File: src/rtl/list_sum_collector_pkg.sv
// list_pkg: shared widths, types and helpers for the list sum collector.
//   n       number of list nodes (pointer 0 is the null pointer)
//   w_ptr   pointer width, w_data node value width
//   ptr_t / data_t / cnt_t / sum_t and the list_res_t result record
package list_pkg;

  localparam int n      = 16;
  localparam int w_ptr  = $clog2(n);
  localparam int w_data = 8;

  typedef logic [w_ptr-1:0]        ptr_t;
  typedef logic [w_data-1:0]       data_t;
  typedef logic [w_ptr:0]          cnt_t;
  typedef logic [w_data+w_ptr-1:0] sum_t;

  typedef struct packed {
    ptr_t head;
    cnt_t cnt;
    sum_t sum;
  } list_res_t;

  // Node count increment that sticks at n.
  function automatic cnt_t cnt_inc_sat(input cnt_t c);
    return (c >= cnt_t'(n)) ? cnt_t'(n) : c + cnt_t'(1);
  endfunction

endpackage

File: src/rtl/list_sum_collector_if.sv
// list_sum_collector_if: bundles the pointer stream, value-RAM write port,
// result handshake and sticky status of the list sum collector.
//   master: pointer source / RAM writer / result consumer
//   slave : the collector itself
interface list_sum_collector_if;
  import list_pkg::*;

  ptr_t  ptr;
  logic  ptr_vld;
  logic  ptr_last;
  logic  wr_en;
  ptr_t  wr_addr;
  data_t wr_data;
  ptr_t  res_head;
  cnt_t  res_cnt;
  sum_t  res_sum;
  logic  res_vld;
  logic  res_rdy;
  logic  ovf;
  logic  err;

  modport master (
    output ptr, ptr_vld, ptr_last, wr_en, wr_addr, wr_data, res_rdy,
    input  res_head, res_cnt, res_sum, res_vld, ovf, err
  );

  modport slave (
    input  ptr, ptr_vld, ptr_last, wr_en, wr_addr, wr_data, res_rdy,
    output res_head, res_cnt, res_sum, res_vld, ovf, err
  );

endinterface

File: src/rtl/list_sum_collector_res_fifo.sv
// list_res_fifo: first-word-fall-through FIFO of list_res_t with a
// registered head.
//   clk, rst      clock, synchronous active-high reset
//   i_push/_data  write request and record
//   i_pop         consume the head (ignored when empty)
//   o_head        registered head record (zero when empty)
//   o_full        DEPTH entries held
//   o_empty       nothing held
//   o_push_drop   push refused this cycle (full and no pop)
module list_res_fifo
  import list_pkg::*;
#(
  parameter int DEPTH = 4
) (
  input  logic      clk,
  input  logic      rst,
  input  logic      i_push,
  input  list_res_t i_push_data,
  input  logic      i_pop,
  output list_res_t o_head,
  output logic      o_full,
  output logic      o_empty,
  output logic      o_push_drop
);

  localparam int AW = $clog2(DEPTH);
  localparam int CW = AW + 1;

  list_res_t       r_mem [DEPTH];
  logic [AW-1:0]   r_rd_ptr;
  logic [AW-1:0]   r_wr_ptr;
  logic [CW-1:0]   r_count;
  list_res_t       r_head;
  logic            r_vld;

  logic            w_full;
  logic            w_pop;
  logic            w_push_ok;
  logic [AW-1:0]   w_rd_ptr_nxt;
  logic [AW-1:0]   w_wr_ptr_nxt;
  logic [CW-1:0]   w_count_nxt;
  list_res_t       w_head_nxt;

  // Next occupancy and the record that becomes the head after this edge.
  always_comb begin
    w_full       = (r_count == CW'(DEPTH));
    w_pop        = i_pop & r_vld;
    // A pop frees the slot, so a full FIFO still accepts a simultaneous push.
    w_push_ok    = i_push & (~w_full | w_pop);
    w_rd_ptr_nxt = r_rd_ptr + AW'(w_pop);
    w_wr_ptr_nxt = r_wr_ptr + AW'(w_push_ok);
    w_count_nxt  = r_count + CW'(w_push_ok) - CW'(w_pop);
    if (w_count_nxt == {CW{1'b0}}) begin
      w_head_nxt = '0;
    end else if (w_push_ok && (r_wr_ptr == w_rd_ptr_nxt)) begin
      // The incoming record lands exactly in the next head slot: bypass it.
      w_head_nxt = i_push_data;
    end else begin
      w_head_nxt = r_mem[w_rd_ptr_nxt];
    end
  end

  // Storage array: only accepted pushes are written.
  always_ff @(posedge clk) begin
    if (w_push_ok) r_mem[r_wr_ptr] <= i_push_data;
  end

  // Pointers, occupancy and registered head.
  always_ff @(posedge clk) begin
    if (rst) begin
      r_rd_ptr <= {AW{1'b0}};
      r_wr_ptr <= {AW{1'b0}};
      r_count  <= {CW{1'b0}};
      r_head   <= '0;
      r_vld    <= 1'b0;
    end else begin
      r_rd_ptr <= w_rd_ptr_nxt;
      r_wr_ptr <= w_wr_ptr_nxt;
      r_count  <= w_count_nxt;
      r_head   <= w_head_nxt;
      r_vld    <= (w_count_nxt != {CW{1'b0}});
    end
  end

  assign o_head      = r_head;
  assign o_full      = w_full;
  assign o_empty     = ~r_vld;
  assign o_push_drop = i_push & w_full & ~w_pop;

endmodule

File: src/rtl/list_sum_collector.sv
// list_sum_collector: sums per-node values over each linked list arriving as
// a back-to-back pointer stream and queues one {head, cnt, sum} per list.
//   clk, rst  clock, synchronous active-high reset
//   bus       list_sum_collector_if.slave: ptr/ptr_vld/ptr_last stream,
//             wr_en/wr_addr/wr_data value-RAM write, res_* result with
//             res_vld/res_rdy handshake, sticky ovf (result dropped) and
//             err (null pointer seen)
module list_sum_collector
  import list_pkg::*;
#(
  parameter int FIFO_DEPTH = 4
) (
  input  logic                 clk,
  input  logic                 rst,
  list_sum_collector_if.slave  bus
);

  data_t     r_ram [n];
  data_t     r_rd_data;
  logic      r_s1_vld;
  logic      r_s1_last;
  logic      r_s1_first;
  ptr_t      r_s1_ptr;
  logic      r_open;
  sum_t      r_acc;
  cnt_t      r_cnt;
  ptr_t      r_head;
  logic      r_ovf;
  logic      r_err;

  logic      w_null;
  logic      w_accept;
  sum_t      w_acc_base;
  cnt_t      w_cnt_base;
  ptr_t      w_head_cur;
  sum_t      w_sum_nxt;
  cnt_t      w_cnt_nxt;
  logic      w_push;
  logic      w_pop;
  list_res_t w_push_data;
  list_res_t w_fifo_head;
  logic      w_fifo_empty;
  logic      w_fifo_full_unused;
  logic      w_push_drop;

  assign w_null   = bus.ptr_vld & (bus.ptr == {w_ptr{1'b0}});
  assign w_accept = bus.ptr_vld & ~w_null;

  // Value RAM (not reset): both ports sample old contents, so a same-address
  // write and read in one cycle returns the pre-write value.
  always_ff @(posedge clk) begin
    if (bus.wr_en) r_ram[bus.wr_addr] <= bus.wr_data;
    if (w_accept)  r_rd_data <= r_ram[bus.ptr];
  end

  // Stage-1 pipeline registers and stage-0 view of whether a list is open.
  always_ff @(posedge clk) begin
    if (rst) begin
      r_s1_vld   <= 1'b0;
      r_s1_last  <= 1'b0;
      r_s1_first <= 1'b0;
      r_s1_ptr   <= {w_ptr{1'b0}};
      r_open     <= 1'b0;
    end else begin
      r_s1_vld   <= w_accept;
      r_s1_last  <= bus.ptr_last;
      r_s1_first <= ~r_open;
      r_s1_ptr   <= bus.ptr;
      // Tracked at stage 0 so a new head right after a last pointer sees closed.
      if (w_accept) r_open <= ~bus.ptr_last;
    end
  end

  // Stage-1 accumulate: a first node restarts sum, count and head.
  always_comb begin
    w_acc_base = r_acc;
    w_cnt_base = r_cnt;
    w_head_cur = r_head;
    if (r_s1_first) begin
      w_acc_base = {(w_data+w_ptr){1'b0}};
      w_cnt_base = {(w_ptr+1){1'b0}};
      w_head_cur = r_s1_ptr;
    end else begin
      w_acc_base = r_acc;
      w_cnt_base = r_cnt;
      w_head_cur = r_head;
    end
    w_sum_nxt = w_acc_base + sum_t'(r_rd_data);
    w_cnt_nxt = cnt_inc_sat(w_cnt_base);
  end

  // Running totals of the open list; a closing node goes to the FIFO instead.
  always_ff @(posedge clk) begin
    if (rst) begin
      r_acc  <= {(w_data+w_ptr){1'b0}};
      r_cnt  <= {(w_ptr+1){1'b0}};
      r_head <= {w_ptr{1'b0}};
    end else if (r_s1_vld && !r_s1_last) begin
      r_acc  <= w_sum_nxt;
      r_cnt  <= w_cnt_nxt;
      r_head <= w_head_cur;
    end
  end

  assign w_push      = r_s1_vld & r_s1_last;
  assign w_push_data = '{head: w_head_cur, cnt: w_cnt_nxt, sum: w_sum_nxt};
  assign w_pop       = ~w_fifo_empty & bus.res_rdy;

  list_res_fifo #(
    .DEPTH (FIFO_DEPTH)
  ) u_res_fifo (
    .clk         (clk),
    .rst         (rst),
    .i_push      (w_push),
    .i_push_data (w_push_data),
    .i_pop       (w_pop),
    .o_head      (w_fifo_head),
    .o_full      (w_fifo_full_unused),
    .o_empty     (w_fifo_empty),
    .o_push_drop (w_push_drop)
  );

  // Sticky status flags, cleared only by reset.
  always_ff @(posedge clk) begin
    if (rst) begin
      r_ovf <= 1'b0;
      r_err <= 1'b0;
    end else begin
      r_ovf <= r_ovf | w_push_drop;
      r_err <= r_err | w_null;
    end
  end

  assign bus.res_head = w_fifo_head.head;
  assign bus.res_cnt  = w_fifo_head.cnt;
  assign bus.res_sum  = w_fifo_head.sum;
  assign bus.res_vld  = ~w_fifo_empty;
  assign bus.ovf      = r_ovf;
  assign bus.err      = r_err;

endmodule
File: src/flat_wrapper.sv
// flat-port wrapper written by rule: the top's interface ports become plain ports
module list_sum_collector_flat import list_pkg::*;
#(
  parameter int FIFO_DEPTH = 4
)
  (clk, rst, bus_ptr, bus_ptr_vld, bus_ptr_last, bus_wr_en, bus_wr_addr, bus_wr_data, bus_res_rdy, bus_res_head, bus_res_cnt, bus_res_sum, bus_res_vld, bus_ovf, bus_err);
  list_sum_collector_if bus_i ();
  input  logic clk;
  input  logic rst;
  input wire logic [$bits(bus_i.ptr)-1:0] bus_ptr;
  input wire logic [$bits(bus_i.ptr_vld)-1:0] bus_ptr_vld;
  input wire logic [$bits(bus_i.ptr_last)-1:0] bus_ptr_last;
  input wire logic [$bits(bus_i.wr_en)-1:0] bus_wr_en;
  input wire logic [$bits(bus_i.wr_addr)-1:0] bus_wr_addr;
  input wire logic [$bits(bus_i.wr_data)-1:0] bus_wr_data;
  input wire logic [$bits(bus_i.res_rdy)-1:0] bus_res_rdy;
  output wire logic [$bits(bus_i.res_head)-1:0] bus_res_head;
  output wire logic [$bits(bus_i.res_cnt)-1:0] bus_res_cnt;
  output wire logic [$bits(bus_i.res_sum)-1:0] bus_res_sum;
  output wire logic [$bits(bus_i.res_vld)-1:0] bus_res_vld;
  output wire logic [$bits(bus_i.ovf)-1:0] bus_ovf;
  output wire logic [$bits(bus_i.err)-1:0] bus_err;
  assign bus_i.ptr = bus_ptr;
  assign bus_i.ptr_vld = bus_ptr_vld;
  assign bus_i.ptr_last = bus_ptr_last;
  assign bus_i.wr_en = bus_wr_en;
  assign bus_i.wr_addr = bus_wr_addr;
  assign bus_i.wr_data = bus_wr_data;
  assign bus_i.res_rdy = bus_res_rdy;
  assign bus_res_head = bus_i.res_head;
  assign bus_res_cnt = bus_i.res_cnt;
  assign bus_res_sum = bus_i.res_sum;
  assign bus_res_vld = bus_i.res_vld;
  assign bus_ovf = bus_i.ovf;
  assign bus_err = bus_i.err;
  list_sum_collector #(.FIFO_DEPTH(FIFO_DEPTH)) u_core (.clk(clk), .rst(rst), .bus(bus_i));
endmodule
File: config.mk
export PLATFORM = sky130hd
export DESIGN_NAME = list_sum_collector_flat
export DESIGN_NICKNAME = d
export VERILOG_FILES = /design/src/rtl/list_sum_collector_pkg.sv /design/src/rtl/list_sum_collector_if.sv /design/src/rtl/list_sum_collector_res_fifo.sv /design/src/rtl/list_sum_collector.sv /design/src/flat_wrapper.sv
export SDC_FILE = /design/constraint.sdc
export NUM_CORES = 1
export LEC_CHECK = 0
export CAP_MARGIN = 10
export CORE_MARGIN = 2
export CORE_UTILIZATION = 45
export DETAILED_ROUTE_END_ITERATION = 16
export PLACE_DENSITY_LB_ADDON = 0.08
export SKIP_LAST_GASP = 1
export SLEW_MARGIN = 20
export SYNTH_ARGS = -nofsm -noshare
export SYNTH_HDL_FRONTEND = slang
export SYNTH_HIERARCHICAL = 1
export SYNTH_SLANG_ARGS = --single-unit
export TNS_END_PERCENT = 30
File: constraint.sdc
create_clock -name clk -period 5.5 [get_ports clk]
set_input_delay 1.375 -clock clk [delete_from_list [all_inputs] [get_ports clk]]
set_output_delay 1.375 -clock clk [all_outputs]
set_load 0.03 [all_outputs]
==> impl_summary.txt, run 1 <==
----------------------------------------------------
[Clock network]
  CTS tree ... done
  Maximum root-to-sink buffer count ... 3
  Clock edge transition at the registers on the reported setup and hold paths ... 0.06 ns
  H-tree lvl count ... 1
  Clock buffers created by TritonCTS ... 30
  Hold_buf cts ... 0
  Setup Buffers After CTS ... 0
  Root buf cell ... sky130_fd_sc_hd__clkbuf_16
  Count of instances resized after the clock tree is built ... 0
  Clock tree sinks ... 280
  Clock latency on the worst-skew pair ... 0.55 ns

[Synthesis]
  Primary FF master, synth ... sky130_fd_sc_hd__edfxtp_1
  Net count after synthesis ... 742
  Syn Area/Cell ... 16.18 µm²
  Largest cells by area after synthesis ... sky130_fd_sc_hd__edfxtp_1 (58%), sky130_fd_sc_hd__dfxtp_1 (11%), sky130_fd_sc_hd__mux4_2 (7.3%), sky130_fd_sc_hd__mux2i_1 (4.9%), sky130_fd_sc_hd__nor2_1 (2.3%)
  Count of flip-flops with a built-in enable after synthesis ... 220
  Cell with the most instances after synthesis ... sky130_fd_sc_hd__edfxtp_1
  Dominant cell type by area after synthesis ... sky130_fd_sc_hd__edfxtp_1
  Commonest cells post-synth ... sky130_fd_sc_hd__edfxtp_1 (220), sky130_fd_sc_hd__nor2_1 (69), sky130_fd_sc_hd__dfxtp_1 (60)
  Async SR Flop Fraction ... 0
  Number of distinct library cells after synthesis ... 65
  Synthesized instance count ... 706
  Post-Synthesis Cell Area ... 11420 µm²
  Yosys top cell area share ... 0.5784
  Synth Register Bits ... 280
  Sequential cell area fraction in the yosys report ... 0.6835
  Total of warnings raised by yosys ... 6

[Setup path]
  Slowest library cell on the worst path ... sky130_fd_sc_hd__a21o_1
  Termination of the worst setup path ... u_core/u_res_fifo/o_head[5]$_SDFF_PP0_
  Setup slack on the worst flop-to-flop path ... 2.60 ns
  Number of cell instances on the worst register-to-register path ... 9
  Max stage delay on crit path ... 0.74 ns
  Kind of start point of the critical path ... input port
  Data required time at the worst endpoint ... 5.89 ns
  Critical path, cell by cell ... clkdlybuf4s50_1, nor2b_1, nand2_1, inv_2, nand2b_1, nand2_1, ha_1, fa_1, xnor2_1, xnor2_1, a21o_1, nor2_1
  Crit path max fanout ... 22
  Classification of the worst setup path ... in2reg
  Data arrival, critical path ... 4.09 ns
  Startpoint of the lowest-slack register-to-register path ... u_core/u_res_fifo/r_count[2]$_SDFF_PP0_
  Worst reg2reg path endpoint ... u_core/u_res_fifo/o_head[5]$_SDFF_PP0_
  CP startpoint ... bus_res_rdy
  Kind of capture point of the worst setup path ... flop

[Drt]
  DRT antenna net count ... 0
  Drt via density ... 5.434
  Initial DRC Count ... 365
  DRT Pass-1 Iters ... 5
  Vias post-DR ... 6059
  DRC Markers ... 0
  Final WL ... 23.01 mm
  Routed wirelength normalized by instance count ... 20.64 µm

[Status]
  Run status ... completed

[Place]
  HPWL after detailed placement ... 14.59 mm
  Post-placement worst setup slack ... 1.223 ns
  GP Congestion ... 0.7640
  Count of input and output buffers ... 45

[Timing]
  Hold WS ... 0.4183 ns
  Final worst clock skew ... 0.01387 ns
  Minimum period implied by the final worst setup slack ... 3.693 ns
  Worst Max-Slew Pin Slew ... 1.045 ns
  Final worst path period share ... 0.6714
  Number of max-slew violations in the final report ... 0
  Setup violations, final ... 0
  Final Hold Viols ... 0
  Achievable clock frequency ... 270.8 MHz
  Crit path setup slack, layout ... 1.807 ns
  Post-Route Setup TNS ... 0 ns
  Setup repair after global routing missed its margin ... false
  Max transition margin ... 0.3035

[Worst hold path]
  Type of the worst min-delay path ... reg2reg

[Pwr]
  Power share of the clock group ... 0.429
  Static power due to leakage ... 0.004587 µW
  Comb power frac ... 0.069
  Sw power ... 1011 µW
  Fraction of power spent switching nets ... 0.2141
  Ratio of total power to cell area ... 359.0 nW/µm²
  Internal power component ... 3711 µW
  Worst VDD drop ... 0.0002073 V
  Sequential fraction of design power ... 0.502

[Finish]
  Number of diodes added for antenna fixing ... 0
  Number of filler cells placed in the layout ... 2048
  Total Nets Final ... 801
  Area growth, synth to finish ... 15.16%
  Fraction of layout cells with a size suffix above 1 ... 0.1796
  Area occupied by multi-input gates ... 3333 µm²
  FF/Latch Area ... 7807 µm²

[Floorplan]
  Initial cell density of the core ... 0.4562
  IO Pins ... 46
  Core Area ... 25040 µm²
  Vertical die dimension ... 163.3 µm
  Die area ... 26670 µm²
  Core Rows ... 58
  X dimension of the die ... 163.3 µm

[Global routing]
  Vias in the first global route ... 6226
  Largest net degree at the start of global routing ... 43
  Antenna violations before repair ... 0
  Global-route wire length before repair ... 36.07 mm
  Global-route usage over all layers ... 0.1779
  Aggregate global routing overflow ... 0

[Job]
  Maxcap violations ... 0

----------------------------------------------------
## layer usage
metal,vias to the layer above,global-route usage,part of all wire,routed length (µm)
met5,-,0,0,0
met4,0,0.04827,0.026,595
met3,41,0.02362,0.031,712
met2,120,0.3247,0.52,11930
met1,3059,0.2223,0.42,9773
li1,2839,-,-,-
## through the flow
step / util / instance area, µm² / power [µW] / std cells
detailed placement: 0.4853 / 12150 / 2743 / 1063
global route: 0.5254 / 13150 / 4891 / 1115
CTS: 0.5252 / 13150 / 4777 / 1115
global placement: 0.4853 / 12150 / 2730 / 1063
floorplan: - / 11420 / 2627 / 706
finish: 0.5254 / 13150 / 4722 / 1115
## logic make-up after synthesis
group                      count (synthesis)  synth area share
xor gates and xnor gates                  15           0.01282
adders and majority gates                 14           0.01665
and+or+nand+nor                          167           0.07033
DFF                                      280            0.6835
AOI/OAI and AO/OA                         86           0.06386
muxes                                     97            0.1260
buffers and inverters                     47           0.02684
## cell type report
cell class              count  area share
clock buffers              36     0.05955
multi-input cells         379      0.2534
inverters                  15    0.004280
flip-flops and latches    280      0.5935
repair buffers             59     0.04147
clock inverters            16     0.01636
well taps                 330     0.03139
## placed cells by master (no fill, tap or decap), drive strengths merged, types with 4 or more instances in the layout
master,n
clkbuf,36
o21ai,20
bufinv,5
buf,16
a221oi,16
clkinv,10
nand2b,4
nand2,29
nand3,11
a21oi,16
nor2,70
mux2,4
xnor2,9
dfxtp,60
ha,12
mux4,37
a211oi,4
edfxtp,220
nor2b,22
inv,15
nor3,15
mux2i,56
xor2,5
a22oi,8
clkdlybuf4s50,43
## worst max-delay path: cells and delay by family
family,cells,cell delay (ns)
compound gates,1,0.74
fa+ha+maj,2,0.58
simple gates,5,0.55
buf+inv,2,0.48
xor+xnor,2,0.35
## how the worst min path moves through the flow
stage                                     startpoint                           end  cells past startpoint
after global routing      u_core/r_open$_SDFFE_PP0P_  u_core/r_s1_first$_SDFF_PP0_                      1
final                     u_core/r_open$_SDFFE_PP0P_  u_core/r_s1_first$_SDFF_PP0_                      1
after CTS                 u_core/r_open$_SDFFE_PP0P_  u_core/r_s1_first$_SDFF_PP0_                      1
after global placement    u_core/r_open$_SDFFE_PP0P_  u_core/r_s1_first$_SDFF_PP0_                      1
after floorplan           u_core/r_open$_SDFFE_PP0P_  u_core/r_s1_first$_SDFF_PP0_                      1
after detailed placement  u_core/r_open$_SDFFE_PP0P_  u_core/r_s1_first$_SDFF_PP0_                      1
## sequential cells by signal, summed over array words and instances, names as in the netlist
register                    cells
u_core/u_res_fifo/r_rd_ptr      2
u_core/bus.ovf                  1
u_core/u_res_fifo/r_mem        84
u_core/u_res_fifo/r_vld         1
u_core/r_s1_last                1
u_core/u_res_fifo/o_head       21
u_core/r_s1_first               1
u_core/r_s1_vld                 1
u_core/r_cnt                    5
u_core/r_s1_ptr                 4
u_core/r_rd_data                8
u_core/u_res_fifo/r_wr_ptr      2
u_core/r_ram                  128
u_core/bus.err                  1
u_core/r_acc                   12
u_core/u_res_fifo/r_count       3
u_core/r_head                   4
u_core/r_open                   1
## power by group through the flow
stage          registers (µW)  logic (µW)  clock network, µW
6_report                 2370         326               2030
5_1_grt                  2370         356               2160
4_1_cts                  2370         330               2080
3_5_place_dp             2410         330                  0
3_3_place_gp             2410         319                  0
2_1_floorplan            2420         206                  0
Note: power is estimated with default switching activity, not from simulation.
==> inputs of run 2 (changes only) <==
==> constraint.sdc (replaced) <==
create_clock -name clk -period 3.9 [get_ports clk]
set_input_delay 0.975 -clock clk [delete_from_list [all_inputs] [get_ports clk]]
set_output_delay 0.975 -clock clk [all_outputs]
set_load 0.03 [all_outputs]
==> run 2 against run 1 <==
Against the previous run:
- via count up 0.53%
- power up 39%
- clock power up 37%
- highest routed layer unchanged
- non-clock buffer count up 4
- first-iteration DRC count up 15%
- worst hold slack better by 0.014 ns
- critical endpoint is now u_core/u_res_fifo/o_head[17]$_SDFF_PP0_
- clock-buffer cell count up 4
- sequential share of layout area down 0.050 points
- global-route usage up 0.23 points
- core utilization about the same
- sequential power up 41%
- setup slack worse by 0.77 ns
==> impl_summary.txt, run 2 (synthesis gave the netlist of run 1 again) <==
----------------------------------------------------
[Place]
  HPWL after detailed placement ... 14.95 mm (+2.5%)
  Placed standard-cell area ... 12190 µm² (+0.35%)
  Number of placed cells counting well taps ... 1067 (+0.38%)
  GP Congestion ... 0.7835 (+2.6%)
  Count of input and output buffers ... 45 (unchanged)

[Floorplan]
  Vertical die dimension ... 163.3 µm (unchanged)
  Initial cell density of the core ... 0.4562 (unchanged)
  Core Area ... 25040 µm² (unchanged)
  IO Pins ... 46 (unchanged)
  Die area ... 26670 µm² (unchanged)
  Core Rows ... 58 (unchanged)
  X dimension of the die ... 163.3 µm (unchanged)

[Timing]
  Minimum period implied by the final worst setup slack ... 2.866 ns
  Final worst clock skew ... 0.02205 ns (+0.008181 ns)
  Post-Route Setup TNS ... 0 ns (unchanged)
  Final Hold Viols ... 0 (unchanged)
  Number of max-slew violations in the final report ... 0 (unchanged)
  Max transition margin ... 0.2967 (-0.006781)
  Worst Max-Slew Pin Slew ... 1.054 ns (+0.009719 ns)
  Setup repair after global routing missed its margin ... false
  Final worst path period share ... 0.7348
  Setup violations, final ... 0 (unchanged)
  Achievable clock frequency ... 349.0 MHz

[Global routing]
  Global-route usage over all layers ... 0.1803 (+0.002333)
  Antenna violations before repair ... 0 (unchanged)
  Largest net degree at the start of global routing ... 43 (unchanged)
  Global-route wire length before repair ... 36.40 mm (+0.92%)
  Aggregate global routing overflow ... 0 (unchanged)
  Vias in the first global route ... 6392 (+2.7%)

[Finish]
  Commonest non-fill, non-tap cells in the layout ... sky130_fd_sc_hd__edfxtp_1 (220), sky130_fd_sc_hd__nor2_1 (68), sky130_fd_sc_hd__dfxtp_1 (60)
  Number of diodes added for antenna fixing ... 0 (unchanged)
  Total Nets Final ... 805 (+0.50%)
  Max reg flops ... 128 (unchanged)
  Leading cell type in the layout, fill and taps excluded ... sky130_fd_sc_hd__edfxtp_1
  Fraction of layout cells with a size suffix above 1 ... 0.1755 (-0.004113)
  Count of non-filler cells in the finished layout ... 1122 (+0.63%)
  Number of filler cells placed in the layout ... 2081 (+1.6%)
  Fin area ... 13170 µm² (about the same)
  Area growth, synth to finish ... 15.26% (about the same)
  Register with the most flip-flops ... u_core/r_ram

[Setup path]
  Kind of capture point of the worst setup path ... flop
  Classification of the worst setup path ... in2reg
  Data required time at the worst endpoint ... 4.33 ns (-1.56 ns)
  Setup slack on the worst flop-to-flop path ... 1.17 ns (-1.43 ns)
  Kind of start point of the critical path ... input port
  Data arrival, critical path ... 3.29 ns (-0.80 ns)
  Crit path max fanout ... 21 (-4.5%)

[Clock network]
  H-tree lvl count ... 1 (unchanged)
  Maximum root-to-sink buffer count ... 3 (unchanged)
  Clock tree sinks ... 280 (unchanged)
  Root buf cell ... sky130_fd_sc_hd__clkbuf_16
  Setup Buffers After CTS ... 0 (unchanged)
  Clock latency on the worst-skew pair ... 0.56 ns (about the same)
  CTS tree ... done
  Clock buffers created by TritonCTS ... 30 (unchanged)
  Hold_buf cts ... 0 (unchanged)
  Count of instances resized after the clock tree is built ... 0 (unchanged)
  Clock edge transition at the registers on the reported setup and hold paths ... 0.06 ns (about the same)

[Drt]
  DRT antenna net count ... 0 (unchanged)
  Routed wirelength normalized by instance count ... 20.79 µm (+0.76%)
  Vias post-DR ... 6091 (+0.53%)
  Drt via density ... 5.429 (about the same)
  DRT Pass-1 Iters ... 4 (-1)
  Final WL ... 23.33 mm (+1.4%)
  Initial DRC Count ... 421 (+15%)
  DRC Markers ... 0 (unchanged)

[Pwr]
  Worst VDD drop ... 0.0003504 V (+69%)
  Static power due to leakage ... 0.004584 µW (about the same)
  Ratio of total power to cell area ... 500.0 nW/µm² (+39%)

[Worst hold path]
  Type of the worst min-delay path ... reg2reg

[Status]
  Run status ... completed

[Job]
  Maxcap violations ... 0 (unchanged)

----------------------------------------------------
-- run 2: cell count changes in the layout (fill, tap and decap cells not counted), moves of 3 or more --
| cell | change |
|---|---|
| sky130_fd_sc_hd__clkbuf_1 | +5 |
| sky130_fd_sc_hd__clkinv_2 | -4 |
| sky130_fd_sc_hd__buf_4 | +3 |
| sky130_fd_sc_hd__clkinv_1 | +3 |
-- run 2: area by class of cell --
cell class / count / area, µm² / share of cell area
clock buffer: 40 / 788.3 / 0.05987
clock inverter: 15 / 183.9 / 0.01397
inverter: 15 / 56.30 / 0.004277
multi-input combinational: 379 / 3328 / 0.2528
sequential: 280 / 7807 / 0.5930
tap: 330 / 412.9 / 0.03136
timing repair buffer: 63 / 588.1 / 0.04467
-- run 2: metrics by stage --
| stage | worst slack (ns) | power, µW | utilization | hold slack (ns) |
|---|---|---|---|---|
| floorplan | 0.4511 | 3705 | - | 0.3932 |
| global placement | 0.5120 | 3852 | 0.4870 | 0.4083 |
| detailed placement | 0.4630 | 3870 | 0.4870 | 0.4101 |
| CTS | 1.006 | 6666 | 0.5258 | 0.4288 |
| global route | 0.8384 | 6825 | 0.5258 | 0.4522 |
| finish | 1.034 | 6583 | 0.5258 | 0.4319 |
-- run 2: layer usage --
metal / track usage / part of all wire / up-vias
met5: 0 / 0 / -
met1: 0.2224 / 0.42 / 3107
met2: 0.3337 / 0.53 / 102
met3: 0.02438 / 0.033 / 29
met4: 0.04465 / 0.020 / 0
li1: - / - / 2853
-- run 2: final timing paths --
check                          startpoint                                       to  cells past startpoint
min            u_core/r_open$_SDFFE_PP0P_             u_core/r_s1_first$_SDFF_PP0_                      1
min reg2reg    u_core/r_open$_SDFFE_PP0P_             u_core/r_s1_first$_SDFF_PP0_                      1
max reg2reg  u_core/r_s1_first$_SDFF_PP0_  u_core/u_res_fifo/o_head[10]$_SDFF_PP0_                     10
max                           bus_res_rdy  u_core/u_res_fifo/o_head[17]$_SDFF_PP0_                      9
-- run 2: critical path, cell delays in order --
cell	delay, ns
sky130_fd_sc_hd__clkdlybuf4s50_1	0.45
sky130_fd_sc_hd__nor2b_1	0.12
sky130_fd_sc_hd__nand2_1	0.10
sky130_fd_sc_hd__inv_2	0.11
sky130_fd_sc_hd__ha_1	0.26
sky130_fd_sc_hd__xnor2_1	0.26
sky130_fd_sc_hd__o2111ai_4	0.58
sky130_fd_sc_hd__mux2i_1	0.36
sky130_fd_sc_hd__nor2_1	0.06
-- run 2: power by group --
group          total (µW)  internal [µW]  switching [µW]
Clock                2780           1680            1100
Combinational         461            174             286
Sequential           3340           3310            29.9
